==> src/rtl/t08_wb_requester.sv <==
// Wishbone-classic single-transfer requester: turns the handler's level read/write
// request into one bus cycle, returns read data and a busy/done/err handshake.
module t08_wb_requester #(
    parameter int unsigned  TIMEOUT  = 255,
    parameter logic [31:0]  ERR_DATA = 32'h0000_0000
) (
    input  logic        clk,
    input  logic        nrst,
    input  logic        read_req,
    input  logic        write_req,
    input  logic [31:0] addr,
    input  logic [31:0] wdata,
    input  logic [3:0]  sel,
    output logic [31:0] rdata,
    output logic        busy,
    output logic        done,
    output logic        err,
    output logic        wb_cyc_o,
    output logic        wb_stb_o,
    output logic        wb_we_o,
    output logic [31:0] wb_adr_o,
    output logic [31:0] wb_dat_o,
    output logic [3:0]  wb_sel_o,
    input  logic [31:0] wb_dat_i,
    input  logic        wb_ack_i
);

    typedef enum logic [1:0] {
        S_IDLE = 2'd0,
        S_REQ  = 2'd1,
        S_FIN  = 2'd2
    } state_t;

    localparam logic [9:0] LP_LAST = 10'(TIMEOUT - 1);

    state_t      r_state;
    state_t      w_next;
    logic [9:0]  r_cnt;
    logic        r_err;
    logic        r_we;
    logic [31:0] r_adr;
    logic [31:0] r_dat;
    logic [3:0]  r_sel;
    logic [31:0] r_rdata;
    logic        w_req;
    logic        w_timeout;

    assign w_req     = read_req | write_req;
    assign w_timeout = (r_cnt == LP_LAST);

    always_comb begin
        w_next = r_state;
        case (r_state)
            S_IDLE:  if (w_req) w_next = S_REQ;
            S_REQ:   if (wb_ack_i || w_timeout) w_next = S_FIN;
            S_FIN:   w_next = S_IDLE;
            default: w_next = S_IDLE;
        endcase
    end

    // Ack has priority over the timeout on the same edge, so a late ack is never flagged.
    always_ff @(posedge clk or negedge nrst) begin
        if (!nrst) begin
            r_state <= S_IDLE;
            r_cnt   <= '0;
            r_err   <= 1'b0;
            r_we    <= 1'b0;
            r_adr   <= '0;
            r_dat   <= '0;
            r_sel   <= '0;
            r_rdata <= '0;
        end else begin
            r_state <= w_next;
            case (r_state)
                S_IDLE: begin
                    if (w_req) begin
                        r_adr <= addr;
                        r_dat <= wdata;
                        r_sel <= sel;
                        r_we  <= write_req;
                        r_cnt <= '0;
                        r_err <= 1'b0;
                    end
                end
                S_REQ: begin
                    if (wb_ack_i) begin
                        if (!r_we) r_rdata <= wb_dat_i;
                        r_we  <= 1'b0;
                        r_cnt <= '0;
                        r_err <= 1'b0;
                    end else if (w_timeout) begin
                        if (!r_we) r_rdata <= ERR_DATA;
                        r_we  <= 1'b0;
                        r_cnt <= '0;
                        r_err <= 1'b1;
                    end else begin
                        r_cnt <= r_cnt + 10'd1;
                    end
                end
                S_FIN: begin
                    r_err <= 1'b0;
                end
                default: begin
                    r_err <= 1'b0;
                end
            endcase
        end
    end

    // Strobes decode straight from the state so an async reset drops them at once.
    assign wb_cyc_o = (r_state == S_REQ);
    assign wb_stb_o = (r_state == S_REQ);
    assign busy     = (r_state == S_REQ);
    assign done     = (r_state == S_FIN);
    assign err      = (r_state == S_FIN) && r_err;
    assign wb_we_o  = r_we;
    assign wb_adr_o = r_adr;
    assign wb_dat_o = r_dat;
    assign wb_sel_o = r_sel;
    assign rdata    = r_rdata;

endmodule

==> config.mk <==
export PLATFORM = sky130hd
export DESIGN_NAME = t08_wb_requester
export DESIGN_NICKNAME = d
export VERILOG_FILES = /design/src/rtl/t08_wb_requester.sv
export SDC_FILE = /design/constraint.sdc
export NUM_CORES = 1
export LEC_CHECK = 0
export BUFFER_PORTS_ARGS = -buffer_cell sky130_fd_sc_hd__buf_2
export CAP_MARGIN = 20
export CORE_MARGIN = 5
export CORE_UTILIZATION = 46
export DETAILED_ROUTE_END_ITERATION = 16
export PLACE_DENSITY_LB_ADDON = 0.08
export RECOVER_POWER = 100
export REMOVE_ABC_BUFFERS = 1
export SLEW_MARGIN = 30
export SYNTH_ARGS = -nofsm -noshare
export SYNTH_HDL_FRONTEND = slang
export SYNTH_SLANG_ARGS = --single-unit
export TNS_END_PERCENT = 10
==> constraint.sdc <==
create_clock -name clk -period 1.73 [get_ports clk]
set_input_delay 0.0865 -clock clk [delete_from_list [all_inputs] [get_ports clk]]
set_output_delay 0.0865 -clock clk [all_outputs]
set_load 0.005 [all_outputs]
**Yosys cells after proc, flatten, opt, wreduce, memory -nomap -nowiden**

Index checks and enable logic that the tools add are counted.

- Equality and inequality tests: 6
- Mux-type cells: 19
- $add $sub $neg: 1
- Bitwise gates (word level): 2
- Reductions and logical operators: 11

Operator list:

| cell | number |
|---|---|
| $mux 32 | 4 |
| $mux 10 | 3 |
| $pmux 10 s2 | 1 |
| $add 10x1->10 const B | 1 |
| $eq 10x8->1 const B | 1 |
| $reduce_and 2->1 | 4 |
| $mux 1 | 6 |
| $reduce_and 3->1 | 2 |
| $mux 2 | 2 |
| $pmux 1 s2 | 2 |
| $pmux 2 s2 | 1 |
| $reduce_bool 2->1 | 2 |
| $ne 3x1->1 const B | 1 |
| $eq 2x1->1 const B | 1 |
| $eq 2x2->1 const B | 1 |
| $logic_not 2->1 | 1 |
| $ne 2x1->1 const B | 1 |
| $ne 2x2->1 const B | 1 |
| $logic_and 1x1->1 | 1 |
| $logic_or 1x1->1 | 1 |
| $not 1->1 | 1 |
| $or 1x1->1 | 1 |

- Bits of input ports: 105
- Output and inout bits: 106
- Flip-flop bits (word level): 114

**Logic depth before layout (Yosys ltp)**

Gate-level depths: netlist of run 1.

- Word-level depth: 4
- Gate-level depth with buffers: 7

**Least setup slack after synthesis of run 1**

OpenSTA, ideal clock, no wires.

- Path type: register to register
- Start: register r_cnt[0]
- End: register r_rdata[10] (netlist: rdata[10])
- Path buffers: 1
- Data required time: 1.609 ns
- Clock period less this slack: 1.562 ns
- Cell stages (with the launch flop): 8
- Path slack: 0.168 ns
- Data arrival time: 1.441 ns
- Cell sequence: dfrtp_1 > inv_1 > ha_1 > nor3b_2 > a31oi_4 > nand2b_4 > buf_2 > a22o_1

- Cells in the longest elaborated chain, start to end: 3

RTL lines:

| item | line | RTL |
|---|---|---|
| start: declaration | 38 | `logic [9:0] r_cnt;` |
| start signal: assignment | 97 | `r_cnt <= r_cnt + 10'd1;` |
| $eq 10x8->1 | 49 | `assign w_timeout = (r_cnt == LP_LAST);` |
| $reduce_bool 2->1 (no source line) | n/a |  |
| $reduce_and 3->1 (no source line) | n/a |  |
| end signal: assignment | 87 | `if (!r_we) r_rdata <= wb_dat_i;` |
| end: declaration | 44 | `logic [31:0] r_rdata;` |

No other way between the ends.
A chain may end at the register's enable or synchronous reset.

**Worst setup path in the final report of run 1**

- Start: register r_cnt[0]
- End: register r_rdata[28] (netlist: rdata[28])

Same word-level chain as after synthesis.

==> impl_metrics.ini, run 1 <==
[pwr]
leakage_nw = 3.38
powerDensity_nw_per_um2 = 1620
intPower_w = 0.00798
pwr-share-comb = 0.323
vdd_drop_max_mv = 0.940
pwr-share-seq = 0.391
switching_power_w = 0.00377
p_clk_frac = 0.286
p_sw_frac = 0.321
power_w = 0.0118

[sta]
rsz0062_at_grt = false
tightest_slew_ns = 0.910
period_share = 0.952
fmax_mhz = 607
slew_headroom = 0.393
drv_slew = 0
skew_ns = 0.00949
tns_ns = 0
min_period_ns = 1.65
hold_ws_ns = 0.0477
hold_violations = 0
final-setup-viol-count = 0

[setup_path]
worst_path_largest_cell_delay_ns = 0.37
endpoint_kind = flip-flop
path_class = flip-flop to flip-flop
slowest_stage = dfrtp_1
path_max_fanout = 16
worstPathCellList = inv_1 > ha_1 > nor3b_2 > a31oi_4 > nand2b_4 > a22o_1
cp-start-kind = flip-flop
path_buf_inv = 1
cp.required_ns = 2.11
arrival_ns = 2.03
crit_family = simple AND/OR/NAND/NOR gates

[global_routing]
grt_pass1_vias = 3967
overflow = 0
grt_use_met1 = 0.273
grt_max_degree = 38
antenna_found_initial = 0
grt.busiest_layer = met2
grt_use_met3 = 0.0716
met2_usage = 0.357
grt_first_pass_wirelength_mm = 20.0
grt_util_all_layers = 0.221

[logic_synthesis]
synth_cell_types = 37
seq_area_frac_synth = 0.640
synth_area_per_cell_um2 = 15.0
synth_edf_count = 0
synthArstFlopShare = 1.00
ys_ff_latch = 114
synth_flop_cell = dfrtp_1
syn-instance-count = 297
netlist_area_um2 = 4460
yosys_warnings = 0

[route]
postRouteWirelength_mm = 13.0
drt_pass1_iterations = 4
detail-route-antenna-nets = 0
drt_iter0_markers = 144
vias = 3732
wire_per_inst_um = 16.8
remaining_drc_errors = 0
viasPerCell = 4.83

[outcome]
status = finished, final reports clean

[cts]
clkSinkCount = 114
htree_num_levels = 4
cts_tree = yes
numCtsBuffers = 17
cts-root-buf = clkbuf_8
clk_pin_slew_ns = 0.06
clock_latency_ns = 0.50
cts_max_path_buffers = 2

[die]
pin_count = 211
die_w_um = 108
die_area_um2 = 11800
core_um2 = 9590
die_h_um = 108
initial_utilization = 0.464
rows = 36

[place]
hpwlAfterDp_mm = 8.04
io_buffers = 210
place_congestion = 0.787

[cells_and_area]
fin_nets = 733
final_util = 0.754
drive_gt1_frac = 0.296
syn_to_final_growth_pct = 62.4

[hold_path]
hp-class = input pin to flip-flop

[job]
drv_cap = 0
[power groups by stage]
stage | logic (W) | registers, W | clock network, W
3_5_place_dp | 0.00384 | 0.00454 | 0
4_1_cts | 0.00401 | 0.00453 | 0.00343
5_1_grt | 0.00416 | 0.00475 | 0.00356
6_report | 0.00380 | 0.00459 | 0.00336
2_1_floorplan | 0.00164 | 0.00466 | 0
3_3_place_gp | 0.00375 | 0.00451 | 0
[through the flow]
stage	cells	instance area [µm²]	worst slack, ns
after floorplan	280	4340	-0.747
after global placement	636	5730	0.0735
after detailed placement	636	5730	0.0284
after CTS	770	7330	0.0107
after global routing	772	7230	0.0104
final	773	7240	0.0830
[cell type report]
type | count | area (µm²)
timing repair buffer | 326 | 2130
tap | 133 | 166
sequential | 114 | 2850
antenna | 1 | 2.50
clock buffer | 18 | 428
clock inverter | 14 | 154
inverter | 4 | 15.0
fill | 679 | 2360
multi-input combinational | 163 | 1490
[routing by layer]
| layer | share of wire | up-vias | routed length (µm) |
|---|---|---|---|
| li1 | - | 1732 | - |
| met1 | 0.41 | 1799 | 5270 |
| met2 | 0.50 | 175 | 6490 |
| met3 | 0.072 | 26 | 941 |
| met4 | 0.023 | 0 | 294 |
| met5 | 0 | - | 0 |
[worst min-delay path: stages]
cell and delay (ns):
buf_2 0.12, or3_2 0.19, o32ai_1 0.10
[final timing paths]
| check | start | endpoint | slack [ns] | cells after the start |
|---|---|---|---|---|
| min in group asynchronous | nrst | wb_adr_o[5] | 0.27 | 2 |
| max | r_cnt[0] | rdata[28] | 0.08 | 6 |
| max in group asynchronous | nrst | rdata[27] | 0.35 | 3 |
| min | read_req | r_err | 0.05 | 3 |
| min reg2reg | wb_adr_o[2] | wb_adr_o[2] | 0.48 | 1 |
| max reg2reg | r_cnt[0] | rdata[28] | 0.08 | 6 |
[cells by family after synthesis]
family | share of synthesized area
xor gates and xnor gates | 0.0138
muxes | 0.172
adders and majority gates | 0.00562
AOI/OAI and AO/OA | 0.0896
and+or+nand+nor | 0.0494
buffers and inverters | 0.0295
DFF | 0.640
[cells in the mapped netlist (all sizes together) (2+ instances only)]
cell	count	area, µm²
nand2	6	22.5
buf	17	116
a31oi	2	27.5
dfrtp	114	2850
nand3	3	15.0
ha	2	25.0
xor2	3	26.3
mux2	68	766
xnor2	4	35.0
inv	4	15.0
nor3	3	20.0
and2	3	18.8
o21ai	6	33.8
nand2b	3	26.3
nor2	12	47.6
a22o	32	280
nand4	2	12.5
[sequential cells by signal, summed over array words and instances, names as in the netlist]
name,flops
r_cnt,10
r_err,1
r_state,2
rdata,32
wb_adr_o,32
wb_dat_o,32
wb_sel_o,4
wb_we_o,1
[what timing repair did]
item / 4_1_cts / 5_1_grt
setup buffers: 0 / 1
hold endpoints to repair: 201 / 0
endpoints found under the setup margin: 0 / 41
hold buffers: 102 / 0
resized for setup: 0 / 3
[layout by cell type, fill, tap and decap left out, types with 3 or more instances in the layout]
master | synthesis | layout
mux2_1 | 68 | 68
clkbuf_1 | 0 | 77
a22o_1 | 32 | 32
nand2_1 | 6 | 6
buf_2 | 9 | 132
dlygate4sd3_1 | 0 | 102
buf_4 | 5 | 7
nand3_1 | 3 | 3
clkinv_4 | 0 | 3
dfrtp_1 | 114 | 113
nor2_1 | 11 | 11
inv_1 | 4 | 4
clkbuf_2 | 0 | 3
o21ai_0 | 5 | 5
xnor2_1 | 4 | 4
clkbuf_16 | 0 | 16
xor2_1 | 3 | 3
clkinvlp_4 | 0 | 3
inv_6 | 0 | 4
buf_12 | 0 | 4
(Power assumes the default switching activity.)
==> inputs of run 2 (changes only) <==
CORE_UTILIZATION = 28   (was 46)
==> impl_metrics.ini, run 2 (same netlist as run 1, synthesis figures left out) <==
[outcome]
status = finished, final reports clean

[route]
drt_pass1_iterations = 4
viasPerCell = 4.29
postRouteWirelength_mm = 12.7
drt_iter0_markers = 99
vias = 3670
detail-route-antenna-nets = 0
wire_per_inst_um = 14.8
remaining_drc_errors = 0

[cts]
numCtsBuffers = 17
cts-root-buf = clkbuf_16
clock_latency_ns = 0.41
clk_pin_slew_ns = 0.05
htree_num_levels = 4
clkSinkCount = 114
cts_max_path_buffers = 2
cts_tree = yes

[hold_path]
min_to = r_err
hp-class = input pin to flip-flop
holdPathStages = 3
hp-start = write_req

[sta]
hold_ws_ns = 0.103
period_share = 0.938
rsz0062_at_grt = false
hold_violations = 0
drv_slew = 0
final-setup-viol-count = 0
min_period_ns = 1.62
tns_ns = 0
fmax_mhz = 616
skew_ns = 0.00745
slew_headroom = 0.426
tightest_slew_ns = 0.861

[pwr]
switching_power_w = 0.00361
pwr-share-seq = 0.379
powerDensity_nw_per_um2 = 1630
p_sw_frac = 0.300
vdd_drop_max_mv = 0.683
leakage_nw = 3.40
pwr-share-comb = 0.306
p_clk_frac = 0.315
intPower_w = 0.00843

[setup_path]
path_max_fanout = 16
cp.required_ns = 2.07
arrival_ns = 1.97
slowest_stage = dfrtp_1
rr_startpoint = r_cnt[1]
cp-start-kind = flip-flop
crit_family = simple AND/OR/NAND/NOR gates
worst_path_largest_cell_delay_ns = 0.40
path_class = flip-flop to flip-flop
reg2reg_depth = 5
endpoint_kind = flip-flop
r2r-end = rdata[6]
worstPathCellList = ha_1 > nor3b_4 > a31oi_4 > nand2b_4 > a22o_1
path_buf_inv = 0
rrSetupSlack_ns = 0.11

[die]
pin_count = 211
rows = 46
initial_utilization = 0.283
die_area_um2 = 18500
die_h_um = 136
die_w_um = 136
core_um2 = 15800

[place]
place_congestion = 0.752
placed_cell_area_um2 = 5830
hpwlAfterDp_mm = 8.48
io_buffers = 210

[cells_and_area]
final_common_cell = buf_2
antenna_cells = 0
syn_to_final_growth_pct = 65.9
drive_gt1_frac = 0.293
fin_nets = 733
fin_area_um2 = 7390
final_cell_mix = buf_2 (133), dfrtp_1 (113), dlygate4sd3_1 (102)

[global_routing]
grt_first_pass_wirelength_mm = 19.4
grt_pass1_vias = 3874
overflow = 0
grt_max_degree = 50
grt_util_all_layers = 0.134
antenna_found_initial = 0

[job]
drv_cap = 0
[run 2: cell count changes in the layout (fill, tap and decap cells not counted), sizes merged]
cell / previous run / this run
diode: 1 / 0
clkbuf: 99 / 105
inv: 8 / 4
clkinv: 5 / 1
bufinv: 2 / 4
[run 2: worst register-to-register path, delay by kind of cell, from the launching register on]
| family | cells | cell delay, ns |
|---|---|---|
| adder cells (fa/ha/maj) | 1 | 0.19 |
| flip-flops | 1 | 0.40 |
| AO/OA/AOI/OAI | 2 | 0.48 |
| AND/OR/NAND/NOR | 2 | 0.48 |
[run 2: worst max path at each step]
stage	startpoint	depth (start not counted)	slack, ns	end
floorplan	read_req	2	-0.75	wb_adr_o[0]
global placement	r_cnt[0]	6	0.09	rdata[21]
detailed placement	r_cnt[0]	6	0.06	rdata[10]
CTS	r_cnt[0]	6	0.05	rdata[6]
global route	r_cnt[1]	5	0.02	rdata[10]
finish	r_cnt[1]	5	0.11	rdata[6]
[run 2: through the flow]
| step | util | setup WS [ns] | std cells | total power, W |
|---|---|---|---|---|
| final | 0.469 | 0.107 | 855 | 0.0120 |
| after global routing | 0.469 | 0.0162 | 855 | 0.0128 |
| after CTS | 0.475 | 0.0455 | 854 | 0.0124 |
| after detailed placement | 0.369 | 0.0615 | 720 | 0.00839 |
| after global placement | 0.369 | 0.0853 | 720 | 0.00832 |
| after floorplan | - | -0.747 | 280 | 0.00629 |
[run 2: timing repair]
action / 4_1_cts / 5_1_grt
hold buffers: 102 / 0
setup endpoints to repair: 0 / 32
endpoints found under the hold margin: 133 / 0
setup buffers: 0 / 0
resized for setup: 0 / 4
[run 2: power groups by stage]
stage	registers, W	logic [W]	clock network, W
after global placement	0.00456	0.00376	0
after CTS	0.00453	0.00401	0.00389
final	0.00457	0.00369	0.00379
after floorplan	0.00466	0.00164	0
after global routing	0.00473	0.00410	0.00400
after detailed placement	0.00454	0.00384	0
[run 2: final cells by class]
cell class	count	area (µm²)
Tap cell	216	270
Timing Repair Buffer	326	2110
Fill cell	1464	8380
Clock inverter	8	148
Clock buffer	24	502
Multi-Input combinational cell	163	1490
Inverter	4	15.0
Sequential cell	114	2850
[run 2: metal layers]
metal  wire length (µm)  up-vias  GRT usage
li1                   -     1731          -
met1               5590     1769      0.171
met2               5900      155      0.209
met3                979       15     0.0459
met4                185        0     0.0521
met5                  0        -          0
